### config.mk
export PLATFORM = sky130hd
export DESIGN_NAME = digit_serial_arith_unit_flat
export DESIGN_NICKNAME = d
export VERILOG_FILES = /design/src/rtl/digit_serial_arith_unit_if.sv /design/src/rtl/digit_serial_arith_unit.sv /design/src/flat_wrapper.sv
export SDC_FILE = /design/constraint.sdc
export NUM_CORES = 1
export LEC_CHECK = 0
export ABC_AREA = 1
export CORE_UTILIZATION = 54
export DETAILED_ROUTE_END_ITERATION = 8
export PLACE_DENSITY = 0.87
export SYNTH_ARGS = -nofsm -noshare
export SYNTH_HDL_FRONTEND = slang
export SYNTH_SLANG_ARGS = --single-unit
### constraint.sdc
create_clock -name clk -period 3.98 [get_ports clk]
set_input_delay 0.597 -clock clk [delete_from_list [all_inputs] [get_ports clk]]
set_output_delay 0.597 -clock clk [all_outputs]
set_load 0.03 [all_outputs]
### src/rtl/digit_serial_arith_unit_if.sv
// Handshake and operand/result bundle for digit_serial_arith_unit.
//   master: drives start, a, b, sel, cin, acc_en; observes busy, done, d,
//           cout, ovf, zero.
//   slave : the arithmetic unit itself (opposite directions).
interface digit_serial_arith_unit_if #(
  parameter int WIDTH = 16
) ();
  logic             start;
  logic [WIDTH-1:0] a;
  logic [WIDTH-1:0] b;
  logic [1:0]       sel;
  logic             cin;
  logic             acc_en;
  logic             busy;
  logic             done;
  logic [WIDTH-1:0] d;
  logic             cout;
  logic             ovf;
  logic             zero;

  modport master (
    output start, a, b, sel, cin, acc_en,
    input  busy, done, d, cout, ovf, zero
  );

  modport slave (
    input  start, a, b, sel, cin, acc_en,
    output busy, done, d, cout, ovf, zero
  );
endinterface

### src/rtl/digit_serial_arith_unit.sv
// Digit-serial adder computing d = A + Y + cin, Y in {b, ~b, 0, all-ones},
// DIGIT bits per clock, LSB digit first. A is either a or the current d
// (accumulate mode). Results and flags update only on the completion edge.
// Ports:
//   clk   : rising-edge clock
//   rst_n : asynchronous active-low reset
//   bus   : slave side of digit_serial_arith_unit_if (start/busy/done
//           handshake, operands, result and carry/overflow/zero flags)
module digit_serial_arith_unit #(
  parameter int WIDTH = 16,
  parameter int DIGIT = 4
) (
  input logic                      clk,
  input logic                      rst_n,
  digit_serial_arith_unit_if.slave bus
);
  localparam int N  = WIDTH / DIGIT;
  localparam int CW = (N > 1) ? $clog2(N) : 1;

  typedef enum logic {IDLE, RUN} state_t;

  state_t           state;
  logic [WIDTH-1:0] a_q;
  logic [WIDTH-1:0] b_q;
  logic [WIDTH-1:0] res_q;      // shadow result, never visible on d
  logic [1:0]       sel_q;
  logic             carry_q;
  logic [CW-1:0]    cnt_q;

  logic [DIGIT-1:0] a_dig;
  logic [DIGIT-1:0] b_dig;
  logic [DIGIT-1:0] y_dig;
  logic [DIGIT-1:0] sum_dig;
  logic             c_out;
  logic             c_msb;
  logic [WIDTH-1:0] res_next;
  logic             last;

  // Current digit datapath.
  always_comb begin
    // NOTE: every always_comb output gets a default first so no path can infer a latch.
    y_dig    = '0;
    a_dig    = a_q[int'(cnt_q) * DIGIT +: DIGIT];
    b_dig    = b_q[int'(cnt_q) * DIGIT +: DIGIT];
    case (sel_q)
      2'b00:   y_dig = b_dig;
      2'b01:   y_dig = ~b_dig;
      2'b10:   y_dig = '0;
      default: y_dig = '1;
    endcase
    {c_out, sum_dig} = {1'b0, a_dig} + {1'b0, y_dig} + {{DIGIT{1'b0}}, carry_q};
    // Carry into the top bit of this digit recovered from its sum bit; this
    // also covers DIGIT=1, where it is simply the incoming carry.
    c_msb    = a_dig[DIGIT-1] ^ y_dig[DIGIT-1] ^ sum_dig[DIGIT-1];
    res_next = res_q;
    res_next[int'(cnt_q) * DIGIT +: DIGIT] = sum_dig;
    last     = (cnt_q == CW'(N - 1));
  end

  // NOTE: sequential state uses non-blocking assignments so every register
  // samples pre-edge values regardless of statement order.
  always_ff @(posedge clk or negedge rst_n) begin
    if (!rst_n) begin
      // NOTE: the operand and shadow registers are cleared too, not just the
      // control state, so the block restarts from a fully defined datapath.
      state    <= IDLE;
      a_q      <= '0;
      b_q      <= '0;
      res_q    <= '0;
      sel_q    <= '0;
      carry_q  <= 1'b0;
      cnt_q    <= '0;
      bus.busy <= 1'b0;
      bus.done <= 1'b0;
      bus.d    <= '0;
      bus.cout <= 1'b0;
      bus.ovf  <= 1'b0;
      bus.zero <= 1'b0;
    end else begin
      bus.done <= 1'b0;
      case (state)
        IDLE: begin
          if (bus.start) begin
            a_q      <= bus.acc_en ? bus.d : bus.a;
            b_q      <= bus.b;
            sel_q    <= bus.sel;
            carry_q  <= bus.cin;
            cnt_q    <= '0;
            bus.busy <= 1'b1;
            state    <= RUN;
          end
        end
        RUN: begin
          res_q   <= res_next;
          carry_q <= c_out;
          cnt_q   <= cnt_q + 1'b1;
          if (last) begin
            bus.d    <= res_next;
            bus.cout <= c_out;
            bus.ovf  <= c_out ^ c_msb;
            bus.zero <= (res_next == '0);
            bus.done <= 1'b1;
            bus.busy <= 1'b0;
            state    <= IDLE;
          end
        end
        default: state <= IDLE;
      endcase
    end
  end
endmodule

### src/flat_wrapper.sv
// flat-port wrapper written by rule: the top's interface ports become plain ports
module digit_serial_arith_unit_flat 
#(
  parameter int WIDTH = 16,
  parameter int DIGIT = 4
)
  (clk, rst_n, bus_start, bus_a, bus_b, bus_sel, bus_cin, bus_acc_en, bus_busy, bus_done, bus_d, bus_cout, bus_ovf, bus_zero);
  digit_serial_arith_unit_if #(.WIDTH(WIDTH)) bus_i ();
  input logic clk;
  input logic rst_n;
  input wire logic [$bits(bus_i.start)-1:0] bus_start;
  input wire logic [$bits(bus_i.a)-1:0] bus_a;
  input wire logic [$bits(bus_i.b)-1:0] bus_b;
  input wire logic [$bits(bus_i.sel)-1:0] bus_sel;
  input wire logic [$bits(bus_i.cin)-1:0] bus_cin;
  input wire logic [$bits(bus_i.acc_en)-1:0] bus_acc_en;
  output wire logic [$bits(bus_i.busy)-1:0] bus_busy;
  output wire logic [$bits(bus_i.done)-1:0] bus_done;
  output wire logic [$bits(bus_i.d)-1:0] bus_d;
  output wire logic [$bits(bus_i.cout)-1:0] bus_cout;
  output wire logic [$bits(bus_i.ovf)-1:0] bus_ovf;
  output wire logic [$bits(bus_i.zero)-1:0] bus_zero;
  assign bus_i.start = bus_start;
  assign bus_i.a = bus_a;
  assign bus_i.b = bus_b;
  assign bus_i.sel = bus_sel;
  assign bus_i.cin = bus_cin;
  assign bus_i.acc_en = bus_acc_en;
  assign bus_busy = bus_i.busy;
  assign bus_done = bus_i.done;
  assign bus_d = bus_i.d;
  assign bus_cout = bus_i.cout;
  assign bus_ovf = bus_i.ovf;
  assign bus_zero = bus_i.zero;
  digit_serial_arith_unit #(.WIDTH(WIDTH), .DIGIT(DIGIT)) u_core (.clk(clk), .rst_n(rst_n), .bus(bus_i));
endmodule
-- Yosys cells after proc, flatten, opt, wreduce, memory -nomap -nowiden
Index checks and enable logic that the tools add are counted.
- memories kept: 0
- flip-flop bits (word level): 75
- input bits: 39
- memory bits (writable): 0
- ROM bits: 0
- output and inout bits: 21
- bits in latches: 0
- logic and storage cells: 51
- bitwise gates (word level): 5
- order comparisons: 0
- muxes and demuxes: 15
- div/mod/pow operators: 0
- add/sub/neg operators: 4
- equal/unequal tests: 5
- multiply operators: 0
- shifts and indexed selects: 4
- reduce and logical (&&, ||, !) cells: 5
- operator list (kind ; number):
    $neg 4->33 ; 1
    $shift 4x33->16 const A ; 1
    $shiftx 4x33->16 ; 1
    $shiftx 16x5->4 ; 2
    $bwmux 16 ; 1
    $logic_not 16->1 ; 1
    $mux 16 ; 1
    $pmux 4 s3 ; 1
    $mux 1 ; 7
    $pmux 1 s2 ; 3
    $reduce_and 2->1 ; 3
    $add 4x4->5 ; 1
    $add 5x1->5 ; 1
    $eq 2x2->1 const B ; 2
    $ne 2x2->1 const B ; 2
    $not 4->4 ; 1
    $pmux 2 s2 ; 1
    $xor 1x1->1 ; 3
    $add 2x1->2 const B ; 1
    $eq 2x1->1 const B ; 1
    $logic_not 2->1 ; 1
    $mux 2 ; 1
    $not 1->1 ; 1

-- Longest topological paths before layout
Gate-level depths: netlist of the first run.
- depth after elaboration: 8
- gate-level depth with buffers: 19
- mapped depth without buffers: 18

-- Worst setup path after synthesis of the first run
OpenSTA, ideal clock, no wires.
- kind: register to register
- start: register u_core.cnt_q[0]
- end: register u_core.bus.zero
- arrival time: 2.712 ns
- cell stages (with the launch flop): 19
- path slack: 1.202 ns
- period minus slack after synthesis: 2.778 ns
- path through: dfrtp_1 -> buf_6 -> buf_6 -> buf_4 -> nor2_1 -> o22ai_1 -> mux2i_1 -> fa_1 -> fa_1 -> nor2_2 -> nand3_1 -> nand2_2 -> nor2_2 -> nand2_1 -> nor2_1 -> nand2_1 -> nor2_1 -> nand3_1 -> nand2_1
- cells in the longest elaborated chain, start to end: 8
- ends and longest elaborated chain (item ; line ; source):
    from (decl) ; digit_serial_arith_unit.sv:28 ; logic [CW-1:0] cnt_q;
    from (signal assigned) ; digit_serial_arith_unit.sv:96 ; cnt_q <= cnt_q + 1'b1;
    $shiftx 16x5->4 ; digit_serial_arith_unit.sv:44 ; b_dig = b_q[int'(cnt_q) * DIGIT +: DIGIT];
    $not 4->4 ; digit_serial_arith_unit.sv:47 ; 2'b01: y_dig = ~b_dig;
    $pmux 4 s3 ; digit_serial_arith_unit.sv:45 ; case (sel_q)
    $add 4x4->5 ; digit_serial_arith_unit.sv:51 ; {c_out, sum_dig} = {1'b0, a_dig} + {1'b0, y_dig} + {{DIGIT{1'b0}}, carry_q};
    $add 5x1->5 ; digit_serial_arith_unit.sv:51 ;
    $shiftx 4x33->16 ; digit_serial_arith_unit.sv:56 ; res_next[int'(cnt_q) * DIGIT +: DIGIT] = sum_dig;
    $bwmux 16 ; digit_serial_arith_unit.sv:56 ;
    $logic_not 16->1 ; digit_serial_arith_unit.sv:101 ; bus.zero <= (res_next == '0);
    to (signal assigned) ; digit_serial_arith_unit.sv:101 ;
    to (decl) ; digit_serial_arith_unit_if.sv:28 ; output busy, done, d, cout, ovf, zero
Parallel ways exist; a longest one is shown, timed or not.
A chain may end at the register's enable or synchronous reset.

-- Worst setup path after layout of the first run
- start: register u_core.cnt_q[1]
- end: register u_core.bus.zero
The elaborated chain is that of the path after synthesis.

==> results of run 1 <==
-- where the power goes --
group	internal [W]	switching [W]	leakage, nW	total [W]
clock	0.000378	0.000308	0.118	0.000686
combinational	0.000900	0.00157	1.18	0.00247
sequential	0.00109	0.000226	0.952	0.00132
-- worst max path at each step --
stage / end / cells after the start / startpoint / slack (ns)
floorplan: u_core.bus.zero / 18 / u_core.cnt_q[0] / 1.20
global placement: u_core.bus.zero / 16 / u_core.cnt_q[1] / 1.04
detailed placement: u_core.bus.zero / 16 / u_core.cnt_q[1] / 0.84
CTS: u_core.bus.zero / 16 / u_core.cnt_q[1] / 0.79
global route: u_core.bus.zero / 16 / u_core.cnt_q[1] / 0.50
finish: u_core.bus.zero / 16 / u_core.cnt_q[1] / 0.76
-- worst reg2reg max path, stage by stage, from the launching register on --
cell     delay, ns
dfrtp_1       0.50
inv_1         0.36
o21ai_0       0.16
o22ai_1       0.21
mux2i_1       0.14
fa_1          0.44
fa_1          0.48
nor2_2        0.15
nand2_1       0.07
o22ai_1       0.18
inv_1         0.10
nand2_1       0.08
nor2_1        0.04
nand2_1       0.06
nor2_1        0.04
nand3_1       0.06
nand2_1       0.05
-- metal layers --
metal	up-vias	part of all wire (%)	global-route usage, %
met5	-	0	0
met1	1640	46	40.80
met4	0	2.3	11.67
li1	1641	-	-
met2	121	47	45.60
met3	23	5.1	3.905
-- registers in the layout, indices dropped and copies added, names as in the netlist, 2 cells and up --
signal        cells
u_core.a_q       16
u_core.cnt_q      2
u_core.b_q       16
u_core.bus.d     16
u_core.sel_q      2
u_core.res_q     16
-- cell type report --
cell class | instances | area (sq um)
tap | 96 | 120.1
inverter | 49 | 183.9
clock inverter | 6 | 95.09
multi-input combinational | 331 | 1652
timing repair buffer | 65 | 630.6
clock buffer | 10 | 137.6
fill | 560 | 2136
sequential | 75 | 1877
-- per-stage QoR --
stage | hold slack [ns] | area, sq um | power [W] | worst slack [ns] | utilization, %
after floorplan | 0.3014 | 3829 | 0.003070 | 1.202 | -
after global placement | 0.4697 | 4463 | 0.003695 | 1.040 | 65.33
after detailed placement | 0.4679 | 4463 | 0.003758 | 0.8396 | 65.33
after CTS | 0.3504 | 4696 | 0.004461 | 0.7919 | 68.74
after global routing | 0.3960 | 4696 | 0.004789 | 0.4967 | 68.74
final | 0.3286 | 4696 | 0.004470 | 0.7613 | 68.74
-- Yosys cell counts (8+ instances only) --
master | number | area share (%)
o22ai_1 | 17 | 2.8
nor2_2 | 8 | 1.3
a21oi_1 | 16 | 2.1
ha_1 | 9 | 2.9
o21ai_0 | 46 | 6.0
clkbuf_1 | 9 | 0.88
buf_2 | 9 | 1.2
nor2_1 | 45 | 4.4
dfrtp_1 | 75 | 49
a31oi_1 | 8 | 1.3
nand2_1 | 142 | 14
inv_1 | 46 | 4.5
-- kinds of logic after synthesis --
| logic type | synth area share, % |
|---|---|
| DFF | 49.02 |
| xor gates and xnor gates | 0.6864 |
| and+or+nand+nor | 23.30 |
| adders and majority gates | 3.987 |
| muxes | 0.7843 |
| AOI/OAI and AO/OA | 14.38 |
| buffers and inverters | 7.843 |
==> flow_metrics.py, run 1 <==
metrics = {
    "flow_run": {
        "max-cap-violations": 0,
    },
    "power": {
        "p_leak_nw": 2.251,
        "ir_drop_v": 0.0005668,
        "powerDensity_nw_per_um2": 951.9,
    },
    "timing": {
        "worstMarginPinSlew_ns": 0.7910,
        "final_hold_viol_count": 0,
        "period_needed_ns": 3.219,
        "min_period_over_period_pct": 80.87,
        "rsz0062_at_grt": "false",
        "fin_skew_ns": 0.01285,
        "max_slew_margin_pct": 47.26,
        "fmax_ghz": 0.3107,
        "setup_viol": 0,
        "drv_slew": 0,
        "final.setup.tns_ns": 0,
    },
    "route": {
        "final_antenna_net_count": 0,
        "routedWlPerCell_microns": 15.78,
        "firstDrtPassIters": 5,
        "viasPerCell": 5.419,
        "drc": 0,
        "dr.first_iter.drc_count": 244,
        "drt-total-wl_microns": 9974,
        "via_count": 3425,
    },
    "layout": {
        "final_cell_mix": "nand2_1, dfrtp_1, clkdlybuf4s50_1",
        "finalNonFillerCells": 632,
        "fin_nets": 581,
        "layout_commonest_cell": "nand2_1",
        "area_growth_pct": 22.65,
        "diodes": 0,
        "layout-drive-gt1-share_pct": 8.955,
    },
    "grt": {
        "grt_pass1_vias": 3380,
        "overflow": 0,
        "antenna_found_initial": 0,
        "track_usage_pct": 28.94,
        "grt_max_degree": 50,
        "grt_pass1_wl_microns": 16380,
    },
    "worst_setup_path": {
        "endpoint_kind": "flop",
        "critPathSlowestCell": "dfrtp_1",
        "r2r-end": "u_core.bus.zero",
        "rrSetupSlack_ns": 0.76,
        "worstSetupStartpointType": "flop",
        "slowest_delay_ns": 0.50,
        "cp_num_buf_inv": 2,
        "crit_top_cell": "nand2_1",
        "critPathMaxFanout": 13,
        "crit_arrival_ns": 3.46,
        "crit_chain": "inv_1, o21ai_0, o22ai_1, mux2i_1, fa_1, fa_1, nor2_2, nand2_1, o22ai_1, inv_1, nand2_1, nor2_1, nand2_1, nor2_1, nand3_1, nand2_1",
        "r2r-start": "u_core.cnt_q[1]",
        "required_ns": 4.22,
        "cp_top_family": "adder cells",
        "crit_type": "reg2reg",
        "worstRegToRegCells": 16,
    },
    "clocking": {
        "cts_htree_levels": 3,
        "cts_buffer_depth": 2,
        "post_cts_buffers": 0,
        "clock_latency_ns": 0.35,
        "cts.sinks": 75,
        "hold_buffers": 0,
        "cts.clk_slew.worst_paths_ns": 0.08,
        "cts-root-buf": "clkbuf_8",
        "cts_resized": 0,
        "cts_tree": "done",
        "cts-buffers-inserted": 9,
    },
    "place": {
        "dp_hpwl_microns": 7228,
        "gp_congestion": 0.9204,
        "numPortBuffers": 59,
        "dp_cells": 616,
    },
    "floorplan": {
        "die_w_microns": 86.20,
        "coreArea_sq_um": 6832,
        "fp.dieH_microns": 86.20,
        "floorplan.initialDensity_pct": 56.04,
        "ios": 60,
        "die_area_sq_um": 7430,
        "rows": 30,
    },
    "synth": {
        "async_flop_share_pct": 100.0,
        "synth_flop_cell": "dfrtp_1",
        "synth-seq-cells": 75,
        "yosysSeqAreaShare_pct": 49.02,
        "syn_nets": 527,
        "synth_edf_count": 0,
        "syn_inst": 477,
        "syn_area_sq_um": 3829,
        "avgSynthCellArea_sq_um": 8.027,
        "ys_types": 31,
        "synth_warnings": 0,
    },
    "hold_path": {
        "hold_class": "in2async",
    },
    "status": {
        "status": "complete, no violations",
    },
}
No activity file was read; power rests on OpenSTA's default activity.
==> run 2, diff against run 1 <==
clock period = 3.35 ns   (was 3.98 ns; I/O delays follow)
==> flow_metrics.py, run 2 (synthesis results as in run 1) <==
metrics = {
    "layout": {
        "final_cell_mix": "nand2_1, dfrtp_1, clkdlybuf4s50_1",
        "regArea_sq_um": 1877,
        "fillers": 558,
        "area_growth_pct": 22.06,
        "fin_nets": 584,
        "diodes": 0,
        "layout_commonest_cell": "nand2_1",
        "multi_input_area_sq_um": 1652,
        "layout-drive-gt1-share_pct": 9.462,
        "fin_util_pct": 68.41,
    },
    "timing": {
        "final.setup.tns_ns": 0,
        "setup_viol": 0,
        "worstMarginPinSlew_ns": 0.9538,
        "max_slew_margin_pct": 36.42,
        "final_hold_viol_count": 0,
        "rsz0062_at_grt": "false",
        "fmax_ghz": 0.3389,
        "period_needed_ns": 2.950,
        "min_period_over_period_pct": 88.07,
        "drv_slew": 0,
        "fin_skew_ns": 0.01422,
    },
    "route": {
        "wl_met1_microns": 4541,
        "routedWlPerCell_microns": 15.41,
        "wl_met3_microns": 666,
        "wl_met2_microns": 4429,
        "viasPerCell": 5.394,
        "via_count": 3425,
        "firstDrtPassIters": 5,
        "dr.first_iter.drc_count": 309,
        "drt-total-wl_microns": 9783,
        "drc": 0,
        "final_antenna_net_count": 0,
        "routed.top_layer": "met4",
    },
    "grt": {
        "grt_max_degree": 76,
        "track_usage_pct": 28.45,
        "grt_pass1_wl_microns": 15800,
        "grt_pass1_vias": 3118,
        "overflow": 0,
        "antenna_found_initial": 0,
    },
    "clocking": {
        "cts-buffers-inserted": 9,
        "clock_latency_ns": 0.36,
        "cts.sinks": 75,
        "cts_resized": 0,
        "cts.clk_slew.worst_paths_ns": 0.08,
        "cts_buffer_depth": 2,
        "cts_tree": "done",
        "post_cts_buffers": 0,
        "hold_buffers": 0,
        "cts-root-buf": "clkbuf_8",
        "cts_htree_levels": 3,
    },
    "power": {
        "powerDensity_nw_per_um2": 1122,
        "ir_drop_v": 0.0007941,
        "p_leak_nw": 2.235,
    },
    "flow_run": {
        "max-cap-violations": 0,
    },
    "status": {
        "status": "complete, no violations",
    },
    "worst_setup_path": {
        "crit_arrival_ns": 3.25,
        "slowest_delay_ns": 0.55,
        "crit_top_cell": "nand2_1",
        "worstSetupStartpointType": "flop",
        "crit_chain": "inv_1, buf_4, a21oi_1, a22oi_1, fa_1, fa_1, nor2_2, nand2_1, nand2_1, nor2_1, nand2_1, nor2_1, nand2_1, nor2_1, nand3_1, nand2_1",
        "required_ns": 3.64,
        "cp_num_buf_inv": 2,
        "crit_type": "reg2reg",
        "critPathSlowestCell": "dfrtp_1",
        "endpoint_kind": "flop",
        "critPathMaxFanout": 11,
        "cp_top_family": "adder cells",
    },
    "floorplan": {
        "fp.dieH_microns": 86.20,
        "ios": 60,
        "die_area_sq_um": 7430,
        "die_w_microns": 86.20,
        "coreArea_sq_um": 6832,
        "floorplan.initialDensity_pct": 56.04,
        "rows": 30,
    },
    "place": {
        "gp_congestion": 0.8909,
        "dp_hpwl_microns": 6970,
        "numPortBuffers": 59,
    },
    "hold_path": {
        "hold_class": "in2async",
    },
}
-- run 2: cell types whose count changed in the layout (fill, tap and decap cells not counted), sizes merged --
cell	change
buf	+3
bufinv	-2
clkbuf	+1
clkinvlp	+3
inv	-2
-- run 2: cell type report --
type | count | area share [%]
inverters | 49 | 3.936
multi-input cells | 331 | 35.34
flip-flops and latches | 75 | 40.16
clock buffers | 11 | 3.240
clock inverters | 5 | 0.7764
repair buffers | 68 | 13.98
well taps | 96 | 2.570
-- run 2: power by group --
group          internal [W]  total, W  switching, W
Sequential          0.00130   0.00158      0.000281
Clock              0.000310  0.000659      0.000348
Combinational       0.00111   0.00301       0.00190
-- run 2: final timing paths --
kind                                     to  cells after the start             from  slack [ns]
max in group asynchronous  u_core.res_q[11]                      2            rst_n        2.36
max                         u_core.bus.zero                     16  u_core.cnt_q[1]        0.40
max reg2reg                 u_core.bus.zero                     16  u_core.cnt_q[1]        0.40
min reg2reg                   u_core.b_q[6]                      2    u_core.b_q[6]        0.48
min                           u_core.b_q[1]                      2            rst_n        0.34
min in group clk              u_core.b_q[6]                      2    u_core.b_q[6]        0.48
-- run 2: metal layers --
metal | global-route usage, % | vias to the layer above
met2 | 42.64 | 146
met1 | 41.60 | 1624
li1 | - | 1644
met5 | 0 | -
met3 | 6.476 | 11
met4 | 8.333 | 0
-- run 2: metrics by stage --
stage / power, W / hold slack [ns] / cell area [sq um] / instances / setup WS [ns]
finish: 0.005246 / 0.3443 / 4673 / 635 / 0.3997
floorplan: 0.003648 / 0.2069 / 3829 / 477 / 0.5720
detailed placement: 0.004546 / 0.4671 / 4486 / 619 / 0.4667
global route: 0.005624 / 0.4514 / 4673 / 635 / 0.2057
global placement: 0.004458 / 0.4654 / 4486 / 619 / 0.6045
CTS: 0.005224 / 0.3992 / 4673 / 635 / 0.4383
